$ cat src/rtl/async_fifo_pkg.sv
// async_fifo_pkg: constants and Gray-code helpers shared by the read- and
// write-side pointer handlers of the asynchronous FIFO.
package async_fifo_pkg;

    // Default pointer width: depth 2^(PTR_W-1) plus one wrap bit.
    localparam int PTR_W = 5;

    // Binary to reflected Gray. Narrower pointers are zero-extended by the caller.
    function automatic logic [31:0] bin2gray(input logic [31:0] b);
        return b ^ (b >> 1);
    endfunction

    // Reflected Gray to binary as an XOR prefix from the MSB down.
    function automatic logic [31:0] gray2bin(input logic [31:0] g);
        logic [31:0] b;
        b[31] = g[31];
        for (int i = 30; i >= 0; i--) begin
            b[i] = b[i+1] ^ g[i];
        end
        return b;
    endfunction

endpackage

$ cat src/rtl/gray2bin_n.sv
// gray2bin_n: combinational N-bit Gray-to-binary decode.
// Bit i of the result is the XOR of all Gray bits from the MSB down to i.
module gray2bin_n #(
    parameter int N = 5
) (
    input  logic [N-1:0] gray,
    output logic [N-1:0] bin
);

    for (genvar i = 0; i < N; i++) begin : g_bit
        assign bin[i] = ^gray[N-1:i];
    end

endmodule

$ cat src/rtl/rptr_handler.sv
// rptr_handler: read-clock-domain pointer logic of the asynchronous FIFO.
// Keeps the binary and Gray read pointers, drives the memory read address and
// a registered empty flag from the synchronized Gray write pointer.
// Optional feature macro ASYNC_FIFO_RLEVEL_EN builds the occupancy estimate
// (rlevel) and almost_empty; without it rlevel is 0 and almost_empty follows empty.
module rptr_handler
    import async_fifo_pkg::*;
#(
    parameter int          n     = PTR_W,
    parameter int unsigned AE_TH = 2
) (
    input  logic         clk,
    input  logic         rresetn,
    input  logic         rinc,
    input  logic [n-1:0] rq2wptr,
    output logic [n-2:0] rdaddr,
    output logic [n-1:0] rptr,
    output logic         empty,
    output logic         almost_empty,
    output logic [n-1:0] rlevel
);

    // A threshold above the FIFO depth can never be reached and is a setup error.
    if (AE_TH > (1 << (n - 1))) begin : g_bad_ae_th
        $error("rptr_handler: AE_TH exceeds FIFO depth");
    end

    logic [n-1:0] rbin;
    logic [n-1:0] rbin_next;
    logic [n-1:0] rgray;
    logic [n-1:0] rgray_next;
    logic         advance;

    // Reads while empty are dropped so the pointer can never pass the writer.
    assign advance    = rinc & ~empty;
    assign rbin_next  = rbin + {{(n-1){1'b0}}, advance};
    assign rgray_next = n'(bin2gray(32'(rbin_next)));
    assign rptr       = rgray;

    // Pointer, address and empty registers; empty compares the full Gray
    // value so the wrap bit separates a full FIFO from an empty one.
    always_ff @(posedge clk or negedge rresetn) begin
        if (!rresetn) begin
            rbin   <= '0;
            rgray  <= '0;
            rdaddr <= '0;
            empty  <= 1'b1;
        end else begin
            rbin   <= rbin_next;
            rgray  <= rgray_next;
            rdaddr <= rbin_next[n-2:0];
            empty  <= (rgray_next == rq2wptr);
        end
    end

`ifdef ASYNC_FIFO_RLEVEL_EN
    localparam logic [n-1:0] AE_TH_N = n'(AE_TH);

    logic [n-1:0] wbin;
    logic [n-1:0] rlevel_next;

    gray2bin_n #(.N(n)) u_wdec (
        .gray (rq2wptr),
        .bin  (wbin)
    );

    // Modulo-2^n difference; the synchronized write pointer lags, so this
    // can only under-report what is really in the FIFO.
    assign rlevel_next = wbin - rbin_next;

    // Level and almost_empty registers, same latency as empty.
    always_ff @(posedge clk or negedge rresetn) begin
        if (!rresetn) begin
            rlevel       <= '0;
            almost_empty <= 1'b1;
        end else begin
            rlevel       <= rlevel_next;
            almost_empty <= (rlevel_next <= AE_TH_N);
        end
    end
`else
    assign rlevel       = '0;
    assign almost_empty = empty;
`endif

endmodule

$ cat config.mk
export PLATFORM = sky130hd
export DESIGN_NAME = rptr_handler
export DESIGN_NICKNAME = d
export VERILOG_FILES = /design/src/rtl/async_fifo_pkg.sv /design/src/rtl/gray2bin_n.sv /design/src/rtl/rptr_handler.sv
export SDC_FILE = /design/constraint.sdc
export NUM_CORES = 1
export LEC_CHECK = 0
export CAP_MARGIN = 20
export CORE_AREA = 2 2 39 41
export CTS_BUF_LIST = sky130_fd_sc_hd__clkbuf_8
export CTS_CLUSTER_DIAMETER = 60
export DETAILED_ROUTE_END_ITERATION = 8
export DIE_AREA = 0 0 41 43
export GPL_TIMING_DRIVEN = 0
export PLACE_DENSITY = 0.88
export SETUP_SLACK_MARGIN = 0.5
export SKIP_LAST_GASP = 1
export SLEW_MARGIN = 20
export SYNTH_ARGS = -nofsm -noshare
export SYNTH_HDL_FRONTEND = slang
export SYNTH_SLANG_ARGS = --single-unit
export TNS_END_PERCENT = 5
$ cat constraint.sdc
create_clock -name clk -period 2.7 [get_ports clk]
set_clock_uncertainty 0.15 [all_clocks]
set_input_delay 0.27 -clock clk [delete_from_list [all_inputs] [get_ports clk]]
set_output_delay 0.27 -clock clk [all_outputs]
set_load 0.01 [all_outputs]
==> tab_implementation.tex <==
\begin{tabular}{lr}
\hline
Metric & Value \\
\hline
\multicolumn{2}{l}{\textbf{Route}} \\
Routed Wire Length & 1260 µm \\
Routed length per instance & 13.8 µm \\
TritonRoute pass-1 iters & 4 \\
Number of nets still failing antenna checks after routing & 0 \\
Post-route DRC & 0 \\
Via-to-Cell Ratio & 4.29 \\
Number of DRC markers in iteration 0 & 1 \\
Total number of vias & 390 \\
\multicolumn{2}{l}{\textbf{Logic synthesis}} \\
Fraction of synthesis flops using an asynchronous set or reset pin & 100\% \\
Number of storage elements in the synthesis netlist & 10 \\
Library cell occupying the most area in the post-synthesis netlist & dfrtp\_1 \\
Cell area after synthesis & 538 µm² \\
Number of standard cells after synthesis & 45 \\
Unique cell type count in the Yosys netlist & 17 \\
Cell types with the largest area share after synthesis & dfrtp\_1, xor2\_1, buf\_4 \\
Most instantiated flip-flop cell in the synthesis netlist & dfrtp\_1 \\
Share of the synthesized area in the top cell type & 41.9\% \\
Post-synthesis area per instance & 12.0 µm² \\
Most frequent cell after synthesis & dfrtp\_1 \\
Sequential fraction of the synthesis area & 46.7\% \\
Yosys Warn Count & 0 \\
Number of enable-type register cells in the synthesized netlist & 0 \\
Commonest cells in the synthesized netlist & dfrtp\_1, buf\_4, xor2\_1 \\
\multicolumn{2}{l}{\textbf{GRT}} \\
Overall track demand over capacity in global routing & 16.0\% \\
Aggregate global routing overflow & 0 \\
Vias in the first global route & 441 \\
Initial antenna violation count & 0 \\
Maximum number of pins on one net before global-route repair & 11 \\
Wire length of the first global-routing pass & 1860 µm \\
\multicolumn{2}{l}{\textbf{Timing}} \\
Upper clock frequency limit & 463 MHz \\
Total count of hold-check failures in the final report & 0 \\
Final critical-path required period & 2.16 ns \\
Total negative slack for setup checks & 0 ns \\
Final setup viols & 0 \\
Fin. max-slew vios & 0 \\
Period utilisation layout & 80.0\% \\
RSZ-0062 raised after global routing & yes \\
\multicolumn{2}{l}{\textbf{Worst setup path}} \\
Cell breakdown of the critical path & nor2b\_4 -> ha\_4 -> buf\_4 -> nand3\_2 -> xnor3\_1 -> or3b\_4 -> a221oi\_2 \\
Data required time at the worst endpoint & 2.69 ns \\
Worst-case reg-to-reg path depth & 7 \\
Startpoint of the worst-slack reg-to-reg timing path & almost\_empty \\
Kind of capture point of the worst setup path & register \\
Register-to-register setup slack & 0.54 ns \\
Arrival @ worst endpoint & 2.15 ns \\
Slowest stage cell on the critical path & dfstp\_2 \\
Highest net fanout along the worst path & 3 \\
R2r endpoint & almost\_empty \\
Critical path type & reg2reg \\
Critical Path Max Stage Delay & 0.56 ns \\
Kind of start point of the critical path & register \\
\multicolumn{2}{l}{\textbf{Placement}} \\
Final GP Congestion & 0.693 \\
DPL Wire Length & 883 µm \\
Number of buffers added on ports & 18 \\
\multicolumn{2}{l}{\textbf{Clock tree}} \\
Clock tree buffer depth & 2 \\
Clock tree from TritonCTS & done \\
Clock buffers created by TritonCTS & 3 \\
Count of hold-fix buffers inserted at cts & 0 \\
Clock transition at the register clock pins on the worst setup and hold paths after CTS & 0.05 ns \\
H-tree level count & 1 \\
Clock tree sinks & 10 \\
Clock tree root buffer cell & clkbuf\_8 \\
Worst-skew pair later-pin latency & 0.23 ns \\
\multicolumn{2}{l}{\textbf{Cells and area}} \\
Net total in the final layout & 86 \\
Number of diodes & 0 \\
Share of post-route cells with drive strength above 1 & 32.0\% \\
Area of the multi-input gates & 317 µm² \\
FF+latch area & 251 µm² \\
Area Growth Syn to Fin & 69.5\% \\
Number of fill cells in the layout & 107 \\
\multicolumn{2}{l}{\textbf{Floorplan}} \\
Initial Utilization & 38.9\% \\
Number of placed I/O pins & 24 \\
Die Y & 43 µm \\
Core region area & 0.00138 mm² \\
Site Rows & 14 \\
Die width & 41 µm \\
Area enclosed by the die boundary & 0.00176 mm² \\
\multicolumn{2}{l}{\textbf{Worst hold path}} \\
Min-Delay Path Class & in2async \\
\multicolumn{2}{l}{\textbf{Power and ir drop}} \\
Maximum VDD drop & 0.642 mV \\
Leakage Power & 0.412 nW \\
Overall Power & 1.19 mW \\
Pwr/cell area & 1300 mW/mm² \\
\multicolumn{2}{l}{\textbf{Run status}} \\
Result of the run & finished, final reports clean \\
\multicolumn{2}{l}{\textbf{Run}} \\
Count of maximum capacitance violations & 0 \\
\hline
\end{tabular}
[cells in the final DEF, fill, tap and decap left out]
cell type / instances
clkbuf_8: 4
conb_1: 5
xor2_4: 1
nand3_2: 1
inv_1: 3
nand2_1: 2
a221oi_2: 1
dfrtp_1: 9
nand3_4: 1
xnor2_1: 5
buf_4: 10
clkdlybuf4s50_1: 17
dfstp_2: 1
nand3b_1: 1
or3b_4: 1
dlymetal6s2s_1: 1
xor2_1: 5
ha_4: 2
xnor2_2: 1
nor2b_4: 1
nand3_1: 1
or3_1: 1
xnor3_1: 1
[state kept, by name (all words and copies together) (netlist names)]
register / cells
almost_empty: 1
rdaddr: 3
rptr: 4
rbin: 2
[where the power goes]
group,switching [mW],internal (mW)
clock,0.0552,0.128
combinational,0.285,0.402
sequential,0.0827,0.235
total,0.423,0.765
[critical path: cells and delay by family, from the launching register on]
kind,cells,cell delay (ns)
compound gates,1,0.28
xor+xnor,1,0.25
fa+ha+maj,1,0.16
buf+inv,1,0.13
flops,1,0.56
simple gates,3,0.53
[worst max path at each step]
stage	cells past startpoint	endpoint	slack (ns)	from
after floorplan	7	almost_empty	0.50	almost_empty
after global placement	8	almost_empty	0.12	rinc
after detailed placement	8	almost_empty	0.04	rinc
after CTS	8	almost_empty	0.50	rinc
after global routing	7	almost_empty	0.49	almost_empty
final	7	almost_empty	0.54	almost_empty
[layout make-up]
class	count	area share, %
multi-input combinational	30	34.7
clock buffer	4	6.04
timing repair buffer	22	23.3
tap	16	2.19
sequential	10	27.6
buffer	6	4.94
inverter	3	1.23
[logic make-up (layout without fill, tap and decap cells)]
| logic type | after synthesis | in the layout | share of synthesized area [%] |
|---|---|---|---|
| xor+xnor | 13 | 13 | 25.1 |
| flops | 10 | 10 | 46.7 |
| simple gates | 9 | 9 | 9.54 |
| compound gates | 1 | 1 | 2.79 |
| buf+inv | 9 | 35 | 10.5 |
| fa+ha+maj | 2 | 2 | 4.65 |
| other cells | 1 | 5 | 0.697 |
[repair_timing]
action / 4_1_cts / 5_1_grt
setup buffers: 4 / 0
endpoints found under the setup margin: 1 / 1
cloned: 0 / 0
gates resized for setup: 8 / 4
pin swaps: 2 / 2
[through the flow]
stage | setup slack [ns] | utilization (%) | hold WS (ns) | cell area, µm² | cells
finish | 0.541 | 65.9 | 0.204 | 912 | 91
global placement | 0.121 | 55.0 | 0.385 | 761 | 83
detailed placement | 0.0433 | 55.0 | 0.395 | 761 | 83
floorplan | 0.504 | - | -0.176 | 561 | 49
CTS | 0.504 | 64.3 | 0.223 | 890 | 91
global route | 0.489 | 65.9 | 0.245 | 912 | 91
[routing by layer]
metal	global-route usage (%)	vias up	routed length (µm)
met5	0	-	0
met4	2.00	0	0
met3	4.71	0	53
met2	30.6	12	718
met1	15.8	187	484
li1	-	191	-
Power figures use the tool's default switching activity.
==> RTL change, RTL diff (config.mk and constraints unchanged) <==
`rdaddr` no longer has a reset.
--- a/src/rtl/rptr_handler.sv
+++ b/src/rtl/rptr_handler.sv
@@ -43,14 +43,16 @@
         if (!rresetn) begin
             rbin   <= '0;
             rgray  <= '0;
-            rdaddr <= '0;
             empty  <= 1'b1;
         end else begin
             rbin   <= rbin_next;
             rgray  <= rgray_next;
-            rdaddr <= rbin_next[n-2:0];
             empty  <= (rgray_next == rq2wptr);
         end
+    end
+
+    always_ff @(posedge clk) begin
+        rdaddr <= rbin_next[n-2:0];
     end
 
 `ifdef ASYNC_FIFO_RLEVEL_EN
Check against the original RTL: differs if rresetn is asserted again (counterexample within 4 cycles, from zero or initial values and one cycle with rresetn low); with rresetn held inactive, the same outputs for 10 cycles.
==> RTL change against the original RTL <==
  * Worst setup slack improved by 0.066 ns
  * Final cell count unchanged
  * First-iteration DRC count rose to 5.0 times the old value
  * Sequential share of layout area up 8.4 points
  * Final area grew 1.1%
  * Synthesized area grew 14%
  * Critical endpoint unchanged
  * Via count up 0.51%
  * Routed wire length is 15% lower
  * Total power increased by 4.5%
  * Highest routed layer is now met4
  * Largest cell class is now flip-flops and latches
  * Sequential cell count is 4 higher
  * Critical path depth increased by 1
==> RTL change: results (changes against the original RTL) <==
stage;metric;value;unit;change
outcome;outcome;completed;;
finish;final-nonclk-buf-share;0.2524;;-0.03020
route;detail_route.wl_per_cell;11.74;um;-15%
worst_setup_path;slowest_stage;clkdlybuf4s50_1;;
finish;multi_input_cells;32;;+6.7%
power;irDropWorstVdd;0.8232;mV;+28%
power;swShare;0.3381;;-0.01781
worst_setup_path;path_delay_family;adder cells;;
synthesis;synth.distinct_cells;19;;+2
route;vias;392;;+0.51%
synthesis;synth-seq-cells;14;;+4
route;wl_met1;398;um;-18%
global_route;track_usage;0.1527;;-0.007051
finish;largest_reg_flops;5;;+1
synthesis;syn_avg_cell_area;12.49;um2;+4.4%
worst_setup_path;path_max_fanout;5;;+2
placed_design;place_ws;0.06298;ns;+0.01969 ns
finish;drive_gt1_frac;0.2400;;-0.08000
synthesis;synth-xor-area-share;0.2004;;-0.05075
global_route;global_route.usage.met1;0.1684;;+0.01067
route;drtIter0Drc;5;;+4
route;wl_met2;614;um;-14%
power;p_leak;0.0003974;uW;-3.6%
synthesis;ys_seq_area_frac;0.5419;;+0.07448
global_route;met2_usage;0.2375;;-0.06875
route;first_pass_iters;3;;-1
finish;design_area;922.1;um2;+1.1%
finish;seq_area;331.6;um2;+32%
global_route;grt_pass1_vias;371;;-16%
cts;post_cts_buffers;0;;-4
route;dr.max_layer_used;met4;;
finish;inverters_excl_clock;0;;-3
worst_setup_path;cp_data_arrival_time;2.09;ns;-0.06 ns
synthesis;synth_common_cells;9 x dfrtp_1, 8 x xor2_1, 7 x buf_4, 6 x xnor2_1, 4 x dfxtp_1;;
route;avgViaCountPerCell;4.308;;+0.51%
worst_setup_path;max_stage_delay;0.45;ns;-0.11 ns
cts;post_cts_resized;4;;-4
finish;nFillCells;115;;+7.5%
placed_design;dp.cells;87;;+4.8%
placed_design;gp_congestion;0.7563;;+9.1%
synthesis;synthArstFlopShare;0.7143;;-0.2857
synthesis;ys_top_cells_by_area;dfrtp_1 37%, dfxtp_1 13%, xor2_1 11%;;
## RTL change: cell types whose count changed after synthesis, sizes merged, moves of 2 or more
cell,delta
dfxtp,+4
nand3,-2
nand2,-2
a21boi,+2
inv,-3
xor2,+2
## RTL change: path summary, 6_finish.rpt
kind / startpoint / to / slack [ns] / cells after the start
setup / recovery: rinc / almost_empty / 0.61 / 8
hold / removal: rresetn / rbin[0] / 0.19 / 1
setup reg to reg: almost_empty / almost_empty / 0.67 / 7
hold reg to reg: rbin[4] / rptr[3] / 0.41 / 1
max in group asynchronous: rresetn / almost_empty / 1.88 / 1
min in group clk: rbin[4] / rptr[3] / 0.41 / 1
## RTL change: power by group through the flow
stage	logic [uW]	registers [uW]	clock network (uW)
floorplan	325	424	0
finish	642	404	195
CTS	630	405	199
detailed placement	578	397	0
global placement	567	389	0
global route	698	418	214
